--- src/rtl/t01_drop_timer.sv ---
// Gravity timer: turns the speed controller's scoremod into a periodic drop request
// that is held until the game FSM acknowledges it, with a sticky missed-period flag.
//
// state | meaning
// IDLE  | no piece in play, cnt held at 0, no request
// COUNT | counting towards the next drop
// REQ   | drop_req pending, still counting the following period
module t01_drop_timer #(
    parameter int unsigned BASE_PERIOD    = 25000000,
    parameter int unsigned MIN_PERIOD     = 2500000,
    parameter int unsigned SOFT_PERIOD    = 2500000,
    parameter int unsigned GAMEOVER_STATE = 9
) (
    input  logic        clk,
    input  logic        reset,
    input  logic [3:0]  gamestate,
    input  logic        active,
    input  logic        pause,
    input  logic        soft_drop,
    input  logic [24:0] scoremod,
    input  logic        drop_ack,
    output logic        drop_req,
    output logic        overrun,
    output logic [24:0] period
);

    typedef enum logic [1:0] {
        IDLE  = 2'd0,
        COUNT = 2'd1,
        REQ   = 2'd2
    } state_t;

    localparam logic [24:0] BASE_P = 25'(BASE_PERIOD);
    localparam logic [24:0] MIN_P  = 25'(MIN_PERIOD);
    localparam logic [24:0] SOFT_P = 25'(SOFT_PERIOD);
    localparam logic [24:0] SPAN   = BASE_P - MIN_P;
    localparam logic [3:0]  GO_ST  = 4'(GAMEOVER_STATE);

    state_t      state_q;
    logic [24:0] cnt_q;
    logic [24:0] period_q;
    logic [24:0] period_d;
    logic [24:0] gravity;
    logic        drop_req_q;
    logic        overrun_q;
    logic        terminal;

    // Compare against the span first so a large scoremod never wraps the subtraction.
    always_comb begin
        gravity  = (scoremod >= SPAN) ? MIN_P : (BASE_P - scoremod);
        period_d = gravity;
        if (soft_drop && (SOFT_P < gravity)) begin
            period_d = SOFT_P;
        end
    end

    // >= rather than == so a period that shrinks below the running count fires at once.
    assign terminal = (cnt_q >= (period_q - 25'd1));

    always_ff @(posedge clk or posedge reset) begin
        if (reset) begin
            state_q    <= IDLE;
            cnt_q      <= '0;
            drop_req_q <= 1'b0;
            overrun_q  <= 1'b0;
            period_q   <= BASE_P;
        end else if (gamestate == GO_ST) begin
            state_q    <= IDLE;
            cnt_q      <= '0;
            drop_req_q <= 1'b0;
            overrun_q  <= 1'b0;
            period_q   <= BASE_P;
        end else begin
            period_q <= period_d;
            if (!active) begin
                state_q    <= IDLE;
                cnt_q      <= '0;
                drop_req_q <= 1'b0;
            end else if (pause) begin
                if ((state_q == REQ) && drop_ack) begin
                    drop_req_q <= 1'b0;
                    state_q    <= COUNT;
                end
            end else begin
                case (state_q)
                    IDLE: begin
                        cnt_q   <= '0;
                        state_q <= COUNT;
                    end
                    COUNT: begin
                        if (terminal) begin
                            cnt_q      <= '0;
                            drop_req_q <= 1'b1;
                            state_q    <= REQ;
                        end else begin
                            cnt_q <= cnt_q + 25'd1;
                        end
                    end
                    REQ: begin
                        if (terminal) begin
                            cnt_q     <= '0;
                            overrun_q <= 1'b1;
                        end else begin
                            cnt_q <= cnt_q + 25'd1;
                        end
                        if (drop_ack) begin
                            drop_req_q <= 1'b0;
                            state_q    <= COUNT;
                        end
                    end
                    default: begin
                        state_q    <= IDLE;
                        cnt_q      <= '0;
                        drop_req_q <= 1'b0;
                    end
                endcase
            end
        end
    end

    assign drop_req = drop_req_q;
    assign overrun  = overrun_q;
    assign period   = period_q;

endmodule
--- config.mk ---
export PLATFORM = sky130hd
export DESIGN_NAME = t01_drop_timer
export DESIGN_NICKNAME = d
export VERILOG_FILES = /design/src/rtl/t01_drop_timer.sv
export SDC_FILE = /design/constraint.sdc
export NUM_CORES = 1
export LEC_CHECK = 0
export ABC_AREA = 1
export CAP_MARGIN = 20
export CORE_ASPECT_RATIO = 1.1
export CORE_MARGIN = 4
export CORE_UTILIZATION = 52
export DETAILED_ROUTE_END_ITERATION = 8
export PLACE_DENSITY = 0.84
export SYNTH_ARGS = -nofsm -noshare
export SYNTH_HDL_FRONTEND = slang
export SYNTH_SLANG_ARGS = --single-unit
--- constraint.sdc ---
create_clock -name clk -period 3.6 [get_ports clk]
set_input_delay 0.72 -clock clk [delete_from_list [all_inputs] [get_ports clk]]
set_output_delay 0.72 -clock clk [all_outputs]
set_load 0.1 [all_outputs]
==> results.json, run 1 <==
{
  "synth_async_sr_flop_share_pct": 100,
  "r2r-end": "cnt_q[13]",
  "holdPathStages": 2,
  "worst_max_slew_pin_slew_ns": 1.02,
  "slew_viol_final": 0,
  "criticalPathCategory": "flop to flop",
  "hold_path.startpoint": "overrun",
  "postSynthAreaPerCell_um2": 6.44,
  "worst-r2r-setup-slack_ns": 0.20,
  "clockRootBuffer": "sky130_fd_sc_hd__clkbuf_8",
  "drt_drc_violations_left": 0,
  "most_used_standard_cell_by_instance_count_after_synthesis": "sky130_fd_sc_hd__nand2_1",
  "fp.coreArea_um2": 9440,
  "min_path_type": "flop to flop",
  "synthAdderAreaFrac_pct": 7.90,
  "synthToLayoutAreaGrowth_pct": 19.4,
  "register_bit_count_reported_by_yosys": 54,
  "cap_viol_max_count": 0,
  "main_combinational_cell_family_by_area_after_synthesis": "simple AND/OR/NAND/NOR gates",
  "fin_tns_setup_ns": 0,
  "synth.top_cells.by_area": "sky130_fd_sc_hd__dfrtp_1 21%, sky130_fd_sc_hd__nand2_1 16%, sky130_fd_sc_hd__nor2_1 8.4%, sky130_fd_sc_hd__inv_1 8.3%, sky130_fd_sc_hd__ha_1 7.9%",
  "number_of_vias_after_detailed_routing": 5118,
  "filler_cell_count": 884,
  "buffer_ports.inserted": 61,
  "vdd.ir_drop.worst_mv": 0.176,
  "worst-endpoint-required_ns": 3.78,
  "crit_path_end_kind": "flop",
  "synth_seq_area_share_pct": 27.0,
  "clockBufferDepth": 2,
  "net_count_of_the_finished_layout": 927,
  "critical_path_arrival_ns": 3.58,
  "final_cell_count_without_fillers": 978,
  "synth-main-ff-cell": "sky130_fd_sc_hd__dfrtp_1",
  "synth_cell_type_count": 41,
  "utilization_pct": 64.1,
  "clkSlewWorstSetupHoldPaths_ns": 0.09,
  "crit_path_end": "cnt_q[13]",
  "cts_sinks": 54,
  "final_period_minus_worst_setup_slack_ns": 3.40,
  "status": "finished, final reports clean",
  "ant_nets": 0,
  "clock.fmax_mhz": 294,
  "max_transition_margin_pct": 32.1,
  "total_number_of_placement_rows": 37,
  "worst_r2r_startpoint": "period[1]",
  "place.detailed.instances": 967,
  "synth_top_cells_by_count": "211 x sky130_fd_sc_hd__nand2_1, 114 x sky130_fd_sc_hd__nor2_1, 112 x sky130_fd_sc_hd__inv_1",
  "post_drt_wl_per_cell_um": 12.9,
  "detail_route.first_pass.iterations": 5,
  "rr_worst_depth": 19,
  "grt_max_degree": 49,
  "clock_skew_ns": 0.00716,
  "dieWidth_um": 102,
  "number_of_instances_in_the_synthesized_netlist": 787,
  "first_iter_violations": 178,
  "final-setup-viol-count": 0,
  "syn-cell-area_um2": 5070,
  "startpoint_type_of_the_worst_setup_path": "flop",
  "leakagePower_nw": 2.88,
  "vias_per_cell": 5.23,
  "synth.net_count": 854,
  "critical_path_peak_fanout": 23,
  "cts_tree": "yes",
  "design.die.area_um2": 11400,
  "ctsHtreeMaxLevel": 2,
  "overflow": 0,
  "ios": 62,
  "fin_crit_share_pct": 94.4,
  "hpwl_mm": 10.4,
  "synth_enable_flop_cells": 0,
  "wirelength_mm": 12.6,
  "cellPowerDensity_nw_per_um2": 288,
  "gp_congestion": 0.893,
  "synth.mux.area_fraction_pct": 0,
  "layout-drive-gt1-share_pct": 10.5,
  "vias_in_the_first_global_route": 4727,
  "floorplan.die.height_um": 112,
  "synth.yosys.warnings": 0,
  "wire_length_of_the_first_global_routing_pass_mm": 20.6,
  "cts_buffers": 5,
  "effective_utilization_at_floorplan_pct": 53.6,
  "insertedDiodeCount": 0,
  "beginning_of_the_critical_path": "period[1]",
  "hold_buffers": 0,
  "synth_top_area_share_pct": 20.7,
  "worstSkewPairLatency_ns": 0.31,
  "yosys.area_share.simple_pct": 39.8,
  "number_of_antenna_violations_at_the_first_check_in_global_routing": 0,
  "post_synth_xor_area_fraction_pct": 7.43,
  "finalHoldViolations": 0,
  "grt_util_all_layers_pct": 21.9,
  "synth_compound_gate_area_share_pct": 8.20,
  "synthDominantAreaCellType": "sky130_fd_sc_hd__dfrtp_1"
}
placed cells by master, fill, tap and decap left out, drive strengths merged, types with 2 or more instances in the layout:
cell type,synthesis,final
nand2,216,216
nor2,124,124
inv,116,116
nand3,63,63
clkdlybuf4s50,0,49
dfrtp,42,42
xor2,34,34
ha,32,32
a21oi,25,25
buf,4,25
o21ai,23,23
o22ai,20,20
nor3,20,20
nand4,19,19
dfstp,12,12
xnor2,9,9
clkbuf,4,7
nor4,6,6
nand3b,5,5
clkinv,2,3
nor3b,2,2
metal layers:
layer | GRT usage (%) | wire length (um) | up-vias
met5 | 0 | 0 | -
met4 | 9.01 | 399 | 0
met3 | 2.26 | 489 | 25
met2 | 40.4 | 6600 | 112
met1 | 25.2 | 5150 | 2294
li1 | - | - | 2687
worst min-delay path by stage:
stage | slack [ns] | end
after floorplan | 0.48 | state_q[1]
after global placement | 0.48 | overrun
after detailed placement | 0.48 | overrun
after CTS | 0.51 | overrun
after global routing | 0.53 | overrun
final | 0.51 | overrun
cells by family after synthesis:
group / after synthesis
adders and majority gates: 32
DFF: 54
buffers and inverters: 126
AOI/OAI and AO/OA: 74
xor gates and xnor gates: 43
and+or+nand+nor: 458
registers in the layout, summed over array words and instances, names as in the netlist:
register	flops
cnt_q	25
drop_req	1
overrun	1
period	25
state_q	2
stage by stage:
step	hold slack (ns)	setup WS [ns]	power [mW]	instance area, um^2
6_report	0.507	0.203	1.74	6050
5_1_grt	0.526	-0.0147	1.85	6050
4_1_cts	0.511	0.0221	1.73	5950
3_5_place_dp	0.485	0.0286	1.39	5860
3_3_place_gp	0.482	0.181	1.38	5860
2_1_floorplan	0.478	0.0298	1.20	5100
what timing repair did:
| action | 4_1_cts | 5_1_grt |
|---|---|---|
| buffers inserted | 0 | 2 |
| setup endpoints to repair | 0 | 29 |
| gates resized for setup | 0 | 11 |
layout make-up:
type	instances	area (um^2)	share of cell area (%)
Multi-Input combinational cell	607	3290	54.4
Timing Repair Buffer	74	703	11.6
Inverter	118	443	7.32
Tap cell	117	146	2.42
Clock buffer	7	86.3	1.43
Sequential cell	54	1380	22.8
Clock inverter	1	5.00	0.0827
critical path, stage by stage, from the launching register on:
cell,delay [ns]
sky130_fd_sc_hd__dfrtp_2,0.42
sky130_fd_sc_hd__inv_1,0.09
sky130_fd_sc_hd__ha_4,0.16
sky130_fd_sc_hd__nand3_4,0.11
sky130_fd_sc_hd__nor4_4,0.27
sky130_fd_sc_hd__nand2_2,0.12
sky130_fd_sc_hd__nor3_4,0.15
sky130_fd_sc_hd__nor3b_4,0.25
sky130_fd_sc_hd__nand3_1,0.11
sky130_fd_sc_hd__xor2_1,0.16
sky130_fd_sc_hd__ha_1,0.31
sky130_fd_sc_hd__inv_1,0.06
sky130_fd_sc_hd__nor3_2,0.19
sky130_fd_sc_hd__nand2_1,0.09
sky130_fd_sc_hd__a21oi_1,0.15
sky130_fd_sc_hd__nor2_1,0.07
sky130_fd_sc_hd__and2_1,0.17
sky130_fd_sc_hd__nand3_1,0.12
sky130_fd_sc_hd__buf_12,0.18
sky130_fd_sc_hd__o22ai_1,0.08
report_power, final:
part | internal [mW] | switching (mW)
Clock | 0.156 | 0.190
Sequential | 0.654 | 0.0500
Combinational | 0.216 | 0.477
Note: power is estimated with default switching activity, not from simulation.
==> run 2: changes to the inputs <==
- CORE_UTILIZATION: 52 -> 40
- PLACE_DENSITY: 0.84 -> 0.69
==> results.json, run 2 (synthesis gave the netlist of run 1 again) <==
{
  "wirelength_mm": 13.2,
  "hpwl_mm": 10.6,
  "synthToLayoutAreaGrowth_pct": 22.5,
  "dieWidth_um": 115,
  "floorplan.die.height_um": 126,
  "wire_length_of_the_first_global_routing_pass_mm": 21.8,
  "crit_path_end_kind": "flop",
  "overflow": 0,
  "clockRootBuffer": "sky130_fd_sc_hd__clkbuf_16",
  "worst_r2r_startpoint": "period[0]",
  "gp_congestion": 0.908,
  "final-setup-viol-count": 0,
  "filler_cell_count": 1250,
  "met2_usage_pct": 32.7,
  "met3_usage_in_global_routing_pct": 1.87,
  "fin_tns_setup_ns": 0,
  "ant_nets": 0,
  "clock.fmax_mhz": 290,
  "first_iter_violations": 202,
  "beginning_of_the_critical_path": "period[0]",
  "vdd.ir_drop.worst_mv": 0.199,
  "critical_path_arrival_ns": 3.64,
  "vias_in_the_first_global_route": 4882,
  "cellPowerDensity_nw_per_um2": 301,
  "clock_skew_ns": 0.00979,
  "final_period_minus_worst_setup_slack_ns": 3.44,
  "net_count_of_the_finished_layout": 931,
  "hold_path.startpoint": "drop_req",
  "ctsHtreeMaxLevel": 2,
  "vias_per_cell": 5.00,
  "leakagePower_nw": 2.93,
  "post_drt_wl_per_cell_um": 13.0,
  "insertedDiodeCount": 0,
  "drt_drc_violations_left": 0,
  "detail_route.first_pass.iterations": 5,
  "startpoint_type_of_the_worst_setup_path": "flop",
  "report.power.total_mw": 1.87,
  "worst_hold_margin_ns": 0.510,
  "worstSkewPairLatency_ns": 0.30,
  "clkSlewWorstSetupHoldPaths_ns": 0.07,
  "global_route.peak_usage_layer": "met2",
  "cts_tree": "yes",
  "cts_sinks": 54,
  "finalHoldViolations": 0,
  "utilization_pct": 50.9,
  "design.die.area_um2": 14500,
  "clockBufferDepth": 2,
  "effective_utilization_at_floorplan_pct": 41.6,
  "number_of_vias_after_detailed_routing": 5093,
  "cts_buffers": 5,
  "cap_viol_max_count": 0,
  "grt_max_degree": 47,
  "criticalPathCategory": "flop to flop",
  "critical_path_peak_fanout": 11,
  "layout-drive-gt1-share_pct": 11.2,
  "worst_max_slew_pin_slew_ns": 1.04,
  "fp.coreArea_um2": 12200,
  "met1_usage_pct": 22.1,
  "number_of_antenna_violations_at_the_first_check_in_global_routing": 0,
  "commonest_cells_after_routing_fill_and_taps_aside": "211 x sky130_fd_sc_hd__nand2_1, 112 x sky130_fd_sc_hd__nor2_1, 110 x sky130_fd_sc_hd__inv_1",
  "min_path_type": "flop to flop",
  "buffer_ports.inserted": 61,
  "status": "finished, final reports clean",
  "grt_util_all_layers_pct": 18.2,
  "ios": 62,
  "total_number_of_placement_rows": 42,
  "max_transition_margin_pct": 30.2,
  "slew_viol_final": 0,
  "final_common_cell": "sky130_fd_sc_hd__nand2_1",
  "worst-endpoint-required_ns": 3.80,
  "fin_crit_share_pct": 95.6
}
## run 2: cell types whose count changed in the layout (fill, tap and decap cells not counted), moves of 2 or more
cell,previous run,this run
sky130_fd_sc_hd__clkdlybuf4s50_1,49,47
sky130_fd_sc_hd__clkbuf_16,0,6
sky130_fd_sc_hd__buf_4,23,27
sky130_fd_sc_hd__clkbuf_8,6,0
## run 2: final timing paths
check                                  end  slack (ns)  cells past startpoint
worst max register to register   cnt_q[11]        0.16                     18
max in group asynchronous       period[18]        2.34                      4
worst max-delay path             cnt_q[11]        0.16                     18
min in group asynchronous       state_q[0]        0.59                      2
worst min-delay path              drop_req        0.51                      2
worst min register to register    drop_req        0.51                      2
## run 2: stage by stage
stage / std cells / area (um^2) / worst slack (ns)
after floorplan: 787 / 5100 / 0.0298
after global placement: 1005 / 5920 / 0.126
after detailed placement: 1005 / 5920 / 0.0306
after CTS: 1012 / 6060 / 0.0292
after global routing: 1018 / 6200 / -0.0461
final: 1018 / 6200 / 0.158
## run 2: timing repair
item                                    4_1_cts  5_1_grt
buffers inserted                              0        4
gates resized for setup                       0       14
endpoints found under the setup margin        0       29
hold buffers                                  0        0
## run 2: worst max-delay path, cell delays in order, from the launching register on
cell                        delay (ns)
sky130_fd_sc_hd__dfrtp_2          0.40
sky130_fd_sc_hd__inv_2            0.09
sky130_fd_sc_hd__ha_4             0.16
sky130_fd_sc_hd__nand3_4          0.10
sky130_fd_sc_hd__nor4_4           0.26
sky130_fd_sc_hd__nand2_1          0.12
sky130_fd_sc_hd__nor3_2           0.24
sky130_fd_sc_hd__nor3b_4          0.28
sky130_fd_sc_hd__nand2_1          0.09
sky130_fd_sc_hd__xor2_1           0.15
sky130_fd_sc_hd__ha_1             0.32
sky130_fd_sc_hd__a21oi_2          0.12
sky130_fd_sc_hd__o21ai_0          0.12
sky130_fd_sc_hd__a21o_1           0.19
sky130_fd_sc_hd__nor2_2           0.12
sky130_fd_sc_hd__and2_4           0.17
sky130_fd_sc_hd__nand3_4          0.10
sky130_fd_sc_hd__clkbuf_16        0.19
sky130_fd_sc_hd__o22ai_1          0.11
## run 2: routing by layer
metal / share of wire, % / vias up
li1: - / 2688
met1: 43 / 2269
met2: 51 / 105
met3: 3.2 / 31
met4: 3.1 / 0
met5: 0 / -
## run 2: final cells by class
class | instances | area [um^2] | area share [%]
clock buffer | 7 | 133 | 2.14
inverter | 118 | 443 | 7.14
multi-input combinational | 607 | 3300 | 53.2
sequential | 54 | 1380 | 22.2
tap | 154 | 193 | 3.11
timing repair buffer | 78 | 758 | 12.2
## run 2: power breakdown
part | internal [mW] | total, mW | switching (mW)
registers | 0.655 | 0.703 | 0.0481
logic | 0.223 | 0.704 | 0.481
clock network | 0.255 | 0.461 | 0.206
